`config.mk`:
```
export PLATFORM = sky130hd
export DESIGN_NAME = sopc_2_cpu_oci_dct_packer
export DESIGN_NICKNAME = d
export VERILOG_FILES = /design/src/rtl/sopc_2_cpu_oci_dct_packer.sv
export SDC_FILE = /design/constraint.sdc
export NUM_CORES = 1
export LEC_CHECK = 0
export ABC_CLOCK_PERIOD_IN_PS = 5350
export CAP_MARGIN = 5
export CELL_PAD_IN_SITES_DETAIL_PLACEMENT = 2
export CELL_PAD_IN_SITES_GLOBAL_PLACEMENT = 2
export CORE_ASPECT_RATIO = 1.1
export CORE_MARGIN = 3
export CORE_UTILIZATION = 30
export CTS_BUF_LIST = sky130_fd_sc_hd__clkbuf_8
export CTS_CLUSTER_DIAMETER = 100
export CTS_CLUSTER_SIZE = 10
export DETAILED_ROUTE_END_ITERATION = 7
export PLACE_DENSITY = 0.81
export RECOVER_POWER = 100
export SKIP_LAST_GASP = 1
export SYNTH_ARGS = -nofsm -noshare
export SYNTH_HDL_FRONTEND = slang
export SYNTH_SLANG_ARGS = --single-unit
```
`constraint.sdc`:
```
create_clock -name clk -period 5.35 [get_ports clk]
set_clock_uncertainty 0.2 [all_clocks]
set_input_delay 1.07 -clock clk [delete_from_list [all_inputs] [get_ports clk]]
set_output_delay 1.07 -clock clk [all_outputs]
set_load 0.05 [all_outputs]
```
`src/rtl/sopc_2_cpu_oci_dct_packer.sv`:
```
// Packs 3-bit OCI trace symbols into 30-bit words behind a valid/ready output stage.
// Optional idle auto-flush is enabled by defining SOPC_2_CPU_OCI_DCT_TIMEOUT_EN.
`timescale 1ns/1ps

module sopc_2_cpu_oci_dct_packer #(
  parameter int SYM_W   = 3,
  parameter int SLOTS   = 10,
  parameter int TIMEOUT = 64
) (
  input  logic                     clk,
  input  logic                     reset_n,
  input  logic                     sym_valid,
  input  logic [SYM_W-1:0]         sym_data,
  output logic                     sym_ready,
  input  logic                     flush,
  output logic                     dct_valid,
  input  logic                     dct_ready,
  output logic [SYM_W*SLOTS-1:0]   dct_buffer,
  output logic [3:0]               dct_count,
  output logic [1:0]               dbg_acc_state
);

  // Handshake: a symbol moves on a rising edge where sym_valid & sym_ready,
  // a word moves on a rising edge where dct_valid & dct_ready; the word holds
  // its contents while dct_valid & !dct_ready.

  localparam int         AW      = SYM_W * SLOTS;
  localparam logic [3:0] SLOTS_C = 4'(SLOTS);

  typedef enum logic [1:0] {
    ACC_EMPTY = 2'd0,
    ACC_FILL  = 2'd1,
    ACC_FULL  = 2'd2
  } acc_state_t;

  logic             r_run;
  logic [AW-1:0]    r_acc;
  logic [3:0]       r_acc_cnt;
  acc_state_t       r_acc_state;
  logic [AW-1:0]    r_buf;
  logic [3:0]       r_cnt;
  logic             r_valid;
  logic             r_flush_pend;

  logic             w_out_free;
  logic             w_full;
  logic             w_sym_ready;
  logic             w_accept;
  logic             w_timeout_hit;
  logic             w_flush_req;
  logic [AW-1:0]    w_acc_shift;
  logic [AW-1:0]    w_acc_post;
  logic [3:0]       w_cnt_post;
  logic             w_xfer_full;
  logic             w_xfer_flush;
  logic             w_xfer;
  logic [AW-1:0]    w_acc_d;
  logic [3:0]       w_cnt_d;
  acc_state_t       w_state_d;

  assign w_out_free  = !r_valid || dct_ready;
  assign w_full      = (r_acc_cnt == SLOTS_C);
  assign w_sym_ready = r_run && !(w_full && !w_out_free);
  assign w_accept    = sym_valid && w_sym_ready;
  assign w_flush_req = flush || r_flush_pend || w_timeout_hit;

  // Accumulator contents as if this cycle's symbol were already shifted in.
  assign w_acc_shift = {r_acc[AW-SYM_W-1:0], sym_data};
  assign w_acc_post  = w_accept ? w_acc_shift : r_acc;
  assign w_cnt_post  = r_acc_cnt + {3'b000, w_accept};

  // A full accumulator leaves as-is; a flushed one includes the symbol taken this cycle.
  assign w_xfer_full  = w_full && w_out_free;
  assign w_xfer_flush = !w_full && w_out_free && w_flush_req && (w_cnt_post != 4'd0);
  assign w_xfer       = w_xfer_full || w_xfer_flush;

  always_comb begin
    w_acc_d   = w_acc_post;
    w_cnt_d   = w_cnt_post;
    w_state_d = ACC_FILL;
    if (w_xfer_full) begin
      w_acc_d = w_accept ? {{(AW-SYM_W){1'b0}}, sym_data} : '0;
      w_cnt_d = w_accept ? 4'd1 : 4'd0;
    end else if (w_xfer_flush) begin
      w_acc_d = '0;
      w_cnt_d = 4'd0;
    end
    if (w_cnt_d == 4'd0) begin
      w_state_d = ACC_EMPTY;
    end else if (w_cnt_d == SLOTS_C) begin
      w_state_d = ACC_FULL;
    end
  end

  always_ff @(posedge clk or negedge reset_n) begin
    if (!reset_n) begin
      r_run        <= 1'b0;
      r_acc        <= '0;
      r_acc_cnt    <= 4'd0;
      r_acc_state  <= ACC_EMPTY;
      r_buf        <= '0;
      r_cnt        <= 4'd0;
      r_valid      <= 1'b0;
      r_flush_pend <= 1'b0;
    end else begin
      r_run       <= 1'b1;
      r_acc       <= w_acc_d;
      r_acc_cnt   <= w_cnt_d;
      r_acc_state <= w_state_d;
      if (w_xfer_full) begin
        r_buf   <= r_acc;
        r_cnt   <= r_acc_cnt;
        r_valid <= 1'b1;
      end else if (w_xfer_flush) begin
        r_buf   <= w_acc_post;
        r_cnt   <= w_cnt_post;
        r_valid <= 1'b1;
      end else if (dct_ready) begin
        r_valid <= 1'b0;
      end
      // A flush that cannot be served now waits for the output register.
      if (w_xfer) begin
        r_flush_pend <= 1'b0;
      end else if (w_flush_req && (w_cnt_post != 4'd0)) begin
        r_flush_pend <= 1'b1;
      end
    end
  end

`ifdef SOPC_2_CPU_OCI_DCT_TIMEOUT_EN
  localparam int IW = $clog2(TIMEOUT + 1);

  logic [IW-1:0] r_idle;

  assign w_timeout_hit = (r_idle == IW'(TIMEOUT));

  // Counts quiet cycles while a partial word sits in the accumulator.
  always_ff @(posedge clk or negedge reset_n) begin
    if (!reset_n) begin
      r_idle <= '0;
    end else if (w_accept || w_xfer) begin
      r_idle <= '0;
    end else if ((r_acc_state == ACC_FILL) && !w_timeout_hit) begin
      r_idle <= r_idle + IW'(1);
    end
  end
`else
  assign w_timeout_hit = (TIMEOUT < 0);
`endif

  assign sym_ready     = w_sym_ready;
  assign dct_valid     = r_valid;
  assign dct_buffer    = r_buf;
  assign dct_count     = r_cnt;
  assign dbg_acc_state = r_acc_state;

endmodule
```
==> results of run 1 <==
## stage by stage
step | hold slack, ns | worst slack [ns] | utilization (%) | cells | area [um^2]
floorplan | 0.292 | 1.63 | - | 303 | 3190
global placement | 0.309 | 0.847 | 37.7 | 473 | 3820
detailed placement | 0.323 | 0.601 | 37.7 | 473 | 3820
CTS | 0.335 | 0.935 | 39.6 | 489 | 4010
global route | 0.356 | 0.367 | 39.4 | 489 | 3990
finish | 0.335 | 0.641 | 39.4 | 489 | 3990
## per-layer routing
layer	up-vias	GRT usage (%)	wire [um]
met5	-	0	18
li1	1161	-	-
met4	2	6.21	164
met2	45	27.5	4540
met1	1358	21.5	4300
met3	15	3.67	302
## layout make-up
| type | count | area (um^2) | area share, % |
|---|---|---|---|
| clock buffer | 13 | 179 | 4.48 |
| tap | 140 | 175 | 4.39 |
| clock inverter | 3 | 13.8 | 0.345 |
| timing repair buffer | 51 | 513 | 12.8 |
| sequential | 73 | 1830 | 45.8 |
| inverter | 6 | 22.5 | 0.564 |
| multi-input combinational | 203 | 1260 | 31.6 |
## state kept, by name (all words and copies together), names as in the netlist
register	cells
dct_buffer	30
r_flush_pend	1
r_run	1
dct_valid	1
r_acc	30
dbg_acc_state	2
dct_count	4
r_acc_cnt	4
## path summary, 6_finish.rpt
check	to	slack (ns)	cells after the start
worst max-delay path	dct_buffer[0]	0.64	11
worst max register to register	dct_buffer[0]	1.27	10
min in group asynchronous	r_acc[11]	1.03	1
worst min-delay path	r_acc[28]	0.34	2
max in group asynchronous	r_acc[21]	2.81	1
worst min register to register	r_acc[28]	0.34	2
## cell usage after synthesis (2+ instances only)
master / count
dfrtp_1: 73
nand2_1: 66
a21oi_1: 34
o221a_2: 25
nand3b_1: 24
nand3_1: 12
clkbuf_1: 11
buf_2: 10
nor2_1: 10
inv_1: 6
nor2b_1: 3
o221ai_1: 3
a31oi_1: 2
ha_1: 2
o21ai_1: 2
xnor2_1: 2
## cells by family after synthesis
logic type               after synthesis  synth area share [%]
flip-flops                            73                  57.2
XOR/XNOR                               3                  1.06
adder cells (fa/ha/maj)                2                 0.784
buffers and inverters                 27                  3.57
AO/OA/AOI/OAI                         75                  18.4
AND/OR/NAND/NOR                      121                  18.5
other                                  1                 0.117
multiplexers                           1                 0.313
## layout by cell type (no fill, tap or decap), types with 3 or more instances in the layout
cell type | netlist | routed
buf_4 | 0 | 3
o221a_2 | 25 | 25
nand3_1 | 12 | 12
o221ai_1 | 3 | 3
nand3b_1 | 24 | 24
nor2b_1 | 3 | 3
nor2_1 | 10 | 10
dfrtp_1 | 73 | 73
o21ai_0 | 1 | 3
a21oi_1 | 34 | 34
clkbuf_8 | 0 | 13
inv_1 | 6 | 7
dlygate4sd3_1 | 0 | 39
nand2_1 | 66 | 66
clkdlybuf4s50_1 | 0 | 5
## power groups by stage
stage / clock network [uW] / registers [uW] / logic, uW
after global placement: 0 / 839 / 1220
after global routing: 461 / 849 / 1250
final: 423 / 825 / 1190
after CTS: 435 / 836 / 1250
after floorplan: 0 / 1270 / 388
after detailed placement: 0 / 844 / 1240
## worst reg2reg max path: stages (launching register included)
cell	delay [ns]
dfrtp_1	0.42
nand4bb_1	0.40
o21ai_0	0.39
inv_1	0.13
ha_1	0.23
ha_1	0.20
xnor2_1	0.60
a31oi_1	0.25
a31oi_2	0.70
buf_12	0.25
o221ai_1	0.13
==> results.env, run 1 <==
RUN_STATUS='finished, violations left'
FAILED_CHECKS='capacitance limit, slew limit'
YS_FF_LATCH=73
STARTPOINT='dct_ready'
ENDPOINT_KIND='register'
SYN-MEAN-INSTANCE-AREA_UM2=10.5
CLK_TRANSITION_REPORTED_PATHS_NS=0.08
LAYOUT-DRIVE-GT1-SHARE_PCT=14.6
NUM_ANTENNA_CELLS=0
FINAL.PERIOD_UTILIZATION_PCT=88.0
CLOCK-SINKS=73
INITIAL_STANDARD_CELL_UTILIZATION_OF_THE_CORE_PCT=31.5
SYNTH.LIB_CELLS_USED.DISTINCT=34
INITIAL_ANTENNA_VIOLATION_COUNT=1
GLOBALROUTEOVERFLOWTOTAL=0
NUMCTSBUFFERS=9
SETUP.WORST_PATH.START_CLASS='input port'
AVGVIACOUNTPERCELL=5.28
ROUTED_WIRE_LENGTH_PER_INSTANCE_UM=19.1
TRANSITION_AT_THE_PIN_WITH_THE_SMALLEST_MAX_TRANSITION_SLACK_NS=1.87
WORST_SLEW_MARGIN_REL_PCT=-25.0
WORST_PATH_MOST_REPEATED_CELL='ha_1'
CTS.REPAIR.RESIZED=0
SYNTHESIS.NETS=313
SYNTH_ASYNC_SR_FLOP_SHARE_PCT=100
MAX_STAGE_DELAY_NS=0.70
POST_SYNTH_INST_COUNT=303
FINAL_HOLD_FAILS=0
DIE_W_UM=104
GRT_START_MAX_NET_PINS=74
PERIOD_MINUS_SLACK_NS=4.71
CP_TOP_FAMILY='compound AO/OA/AOI/OAI gates'
HTREE_LEVELS=3
INTPOWER_uW=1340
FIN_TOTAL_PWR_uW=2430
TIMING.CRITICAL_PATH.CELLS='dlygate4sd3_1 > nand2b_1 > o21ai_0 > inv_1 > ha_1 > ha_1 > xnor2_1 > a31oi_1 > a31oi_2 > buf_12 > o221ai_1'
CRITICAL_PATH_BUFFERS_AND_INVERTERS=3
TRITONCTS='done'
AREA_ADDED_BETWEEN_SYNTHESIS_AND_FINISH_PCT=25.0
NUMBER_OF_PINS_EXCEEDING_THEIR_MAX_SLEW_LIMIT_IN_THE_FINAL_REPORT=74
FIN_TNS_SETUP_NS=0
PATH_CLASS='input port to register'
POWER_DENSITY_nW_PER_UM2=610
DRT_DRC_VIOLATIONS_LEFT=0
FINAL_NETS=354
DETAILED_PLACE_HPWL_MM=5.84
NUM-FILL-CELLS=1067
FLOORPLAN.ROWS=38
P_SW_uW=1090
GRT_USE_TOTAL_PCT=16.6
DETAILEDROUTE.FIRSTPASSITERATIONCOUNT=4
FINALSETUPVIOLCOUNT=0
DIE_AREA_UM2=11900
WORSTPATHMAXFANOUT=19
HOLD_PATH_STARTPOINT='r_acc[28]'
SYNTH_ENABLE_FLOP_CELLS=0
MAXIMUM_CLOCK_RATE_GHz=0.212
SYNTH_AREA_LEADER_CELL='dfrtp_1'
PORT_BUFFERS=45
ROUTE.ANTENNA.REMAINING_NETS=0
GP_CONGESTION=0.732
REPORTED_LEAKAGE_POWER_uW=0.00166
POSTSYNTH.TOPFLOPCELL='dfrtp_1'
CTS-ROOT-BUF='clkbuf_8'
CORE_AREA_UM2=10100
RSZ0062_AT_GRT='no'
CLKLATENCYLATEPIN_NS=0.35
CRIT_REQUIRED_NS=5.33
POWER.SHARE.SWITCHING_PCT=44.8
POWER.SEQUENTIAL.FRACTION_PCT=33.9
IR_WORST_VDD_mV=0.322
DRT_ITER0_DRC=122
MAXCAPVIOLCOUNT=1
WIRE_LENGTH_OF_THE_FIRST_GLOBAL_ROUTING_PASS_MM=15.8
IO_PINS=46
POSTCTSHOLDBUFS=0
ROUTED_WIRELENGTH_MM=9.33
WORST-ENDPOINT-ARRIVAL_NS=4.69
CRITICAL_PATH.REG2REG.STARTPOINT='r_acc_cnt[2]'
SEQUENTIAL_CELL_AREA_FRACTION_IN_THE_YOSYS_REPORT_PCT=57.2
NETLIST_TOP_CELLS_AREA='dfrtp_1 57%, o221a_2 8.8%, nand2_1 7.8%'
CLOCKBUFFERDEPTH=2
SYN-CELL-AREA_UM2=3190
CTS_POST_SETUP_BUFFERS_INSERTED=0
YOSYSTOPAREACELLSHARE_PCT=57.2
CRITICAL_PATH.SLOWEST_CELL='a31oi_2'
FP.DIEH_UM=114
CLOCKPOWERSHARE_PCT=17.4
SYNTH_WARNINGS=0
MIN-DELAY-PATH-CLASS='register to register'
ROUTED-VIA-COUNT=2581
PROPORTION_OF_POWER_DRAWN_BY_COMBINATIONAL_GATES_PCT=48.7
GRT_PASS1_VIAS=2953
(Power assumes the default switching activity.)
==> run 2, diff against run 1 <==
Settings changed: CTS_BUF_LIST sky130_fd_sc_hd__clkbuf_8 to not set.
==> run 2 against run 1 <==
Net effect: the flow still finishes with violations (capacitance limit, slew limit); die area unchanged; fmax down 0.20%; first-iteration DRC count unchanged; critical path type unchanged; highest routed layer unchanged.
==> results.env, run 2 (same netlist as run 1, synthesis figures left out) <==
NUMCTSBUFFERS=9
FINISH.CELL_COUNT_WITHOUT_FILLERS=489
GRT_START_MAX_NET_PINS=74
RSZ0062_AT_GRT='no'
CRIT_REQUIRED_NS=5.33
MAXIMUM_CLOCK_RATE_GHz=0.212
FP.DIEH_UM=114
MAXCAPVIOLCOUNT=1
INSTANCE_AREA_AFTER_PLACEMENT_UM2=3820
NUMBER_OF_PINS_EXCEEDING_THEIR_MAX_SLEW_LIMIT_IN_THE_FINAL_REPORT=74
CLKLATENCYLATEPIN_NS=0.35
FINAL_HOLD_FAILS=0
NUM_ANTENNA_CELLS=0
LEADING_CELL_TYPE_IN_THE_LAYOUT_FILL_AND_TAPS_EXCLUDED='dfrtp_1'
GLOBALROUTEOVERFLOWTOTAL=0
WIRELENGTH_MET1_MM=4.29
DRT_DRC_VIOLATIONS_LEFT=0
WORST_SLEW_MARGIN_REL_PCT=-25.0
TOP_SIGNAL_LAYER_USED='met5'
CTS.REPAIR.RESIZED=0
DIE_AREA_UM2=11900
CTS-ROOT-BUF='clkbuf_8'
DIE_W_UM=104
DRT_ITER0_DRC=122
FAILED_CHECKS='capacitance limit, slew limit'
FINAL_NETS=354
GP_CONGESTION=0.732
REPORTED_LEAKAGE_POWER_uW=0.00165
HTREE_LEVELS=3
TRANSITION_AT_THE_PIN_WITH_THE_SMALLEST_MAX_TRANSITION_SLACK_NS=1.87
FINAL.PERIOD_UTILIZATION_PCT=88.2
PORT_BUFFERS=45
ENDPOINT_KIND='register'
DETAILED_PLACE_HPWL_MM=5.84
DPL.CELL_COUNT=473
CORE_AREA_UM2=10100
FINALSETUPVIOLCOUNT=0
ROUTE.ANTENNA.REMAINING_NETS=0
PERIOD_MINUS_SLACK_NS=4.72
AVGVIACOUNTPERCELL=5.27
MOST-COMMON-LAYOUT-CELLS='73 x dfrtp_1, 66 x nand2_1, 39 x dlygate4sd3_1'
INITIAL_ANTENNA_VIOLATION_COUNT=1
DETAILED_ROUTE_WIRELENGTH_ON_METAL3_UM=307
RUN_STATUS='finished, violations left'
SETUP.WORST_PATH.START_CLASS='input port'
POSTCTSHOLDBUFS=0
CTS_POST_SETUP_BUFFERS_INSERTED=0
ROUTED-VIA-COUNT=2579
WORSTPATHMAXFANOUT=19
TRITONCTS='done'
GRT_PASS1_VIAS=2953
CLOCKBUFFERDEPTH=2
MIN-DELAY-PATH-CLASS='register to register'
INITIAL_STANDARD_CELL_UTILIZATION_OF_THE_CORE_PCT=31.5
IR_WORST_VDD_mV=0.322
FLOORPLAN.ROWS=38
AREA_ADDED_BETWEEN_SYNTHESIS_AND_FINISH_PCT=25.0
GRT_USE_TOTAL_PCT=16.6
FIN_TNS_SETUP_NS=0
CLOCK-SINKS=73
FINAL_DESIGN_AREA_NO_FILL_UM2=3990
IO_PINS=46
CLK_TRANSITION_REPORTED_PATHS_NS=0.08
LAYOUT-DRIVE-GT1-SHARE_PCT=14.6
ROUTED_WIRELENGTH_MM=9.32
WIRE_LENGTH_OF_THE_FIRST_GLOBAL_ROUTING_PASS_MM=15.8
ROUTED_WIRE_LENGTH_PER_INSTANCE_UM=19.1
PATH_CLASS='input port to register'
MET2_LENGTH_MM=4.54
WORST-ENDPOINT-ARRIVAL_NS=4.70
DETAILEDROUTE.FIRSTPASSITERATIONCOUNT=4
POWER_DENSITY_nW_PER_UM2=611
-- run 2: cell count changes in the layout (fill, tap and decap cells not counted), sizes merged --
cell	previous run	this run
inv	7	6
clkbuf	15	16
-- run 2: final timing paths --
kind | from | to | slack, ns | cells after the start
min reg2reg | r_acc[28] | r_acc[28] | 0.34 | 2
max | dct_ready | dct_buffer[0] | 0.63 | 11
max in group asynchronous | reset_n | dct_count[2] | 2.81 | 1
min in group asynchronous | reset_n | r_acc[11] | 1.03 | 1
max reg2reg | r_acc_cnt[2] | dct_buffer[0] | 1.27 | 10
min | r_acc[28] | r_acc[28] | 0.34 | 2
-- run 2: critical path, cell delays in order --
cell	delay (ns)
dlygate4sd3_1	0.55
nand2b_1	0.24
o21ai_0	0.34
inv_1	0.13
ha_1	0.23
ha_1	0.20
xnor2_1	0.60
a31oi_1	0.26
a31oi_2	0.69
buf_12	0.25
o221ai_1	0.13
-- run 2: per-stage QoR --
stage / hold slack, ns / total power (uW) / worst slack (ns) / utilization [%]
2_1_floorplan: 0.292 / 1660 / 1.63 / -
6_report: 0.336 / 2440 / 0.632 / 39.4
3_5_place_dp: 0.323 / 2090 / 0.601 / 37.7
3_3_place_gp: 0.309 / 2060 / 0.847 / 37.7
4_1_cts: 0.335 / 2520 / 0.935 / 39.6
5_1_grt: 0.356 / 2570 / 0.367 / 39.4
-- run 2: power breakdown --
group	switching (uW)	total, uW	internal [uW]
Sequential	110	825	715
Clock	209	427	218
Combinational	775	1190	411
-- run 2: routing by layer --
metal / global-route usage, % / up-vias
li1: - / 1163
met5: 0 / -
met2: 27.5 / 45
met4: 6.21 / 2
met1: 21.5 / 1354
met3: 3.67 / 15
-- run 2: final cells by class --
class,instances,area (um^2)
fill,1067,6130
sequential,73,1830
multi-input combinational,203,1260
timing repair buffer,51,513
clock buffer,14,183
tap,140,175
inverter,6,22.5
clock inverter,2,10.0
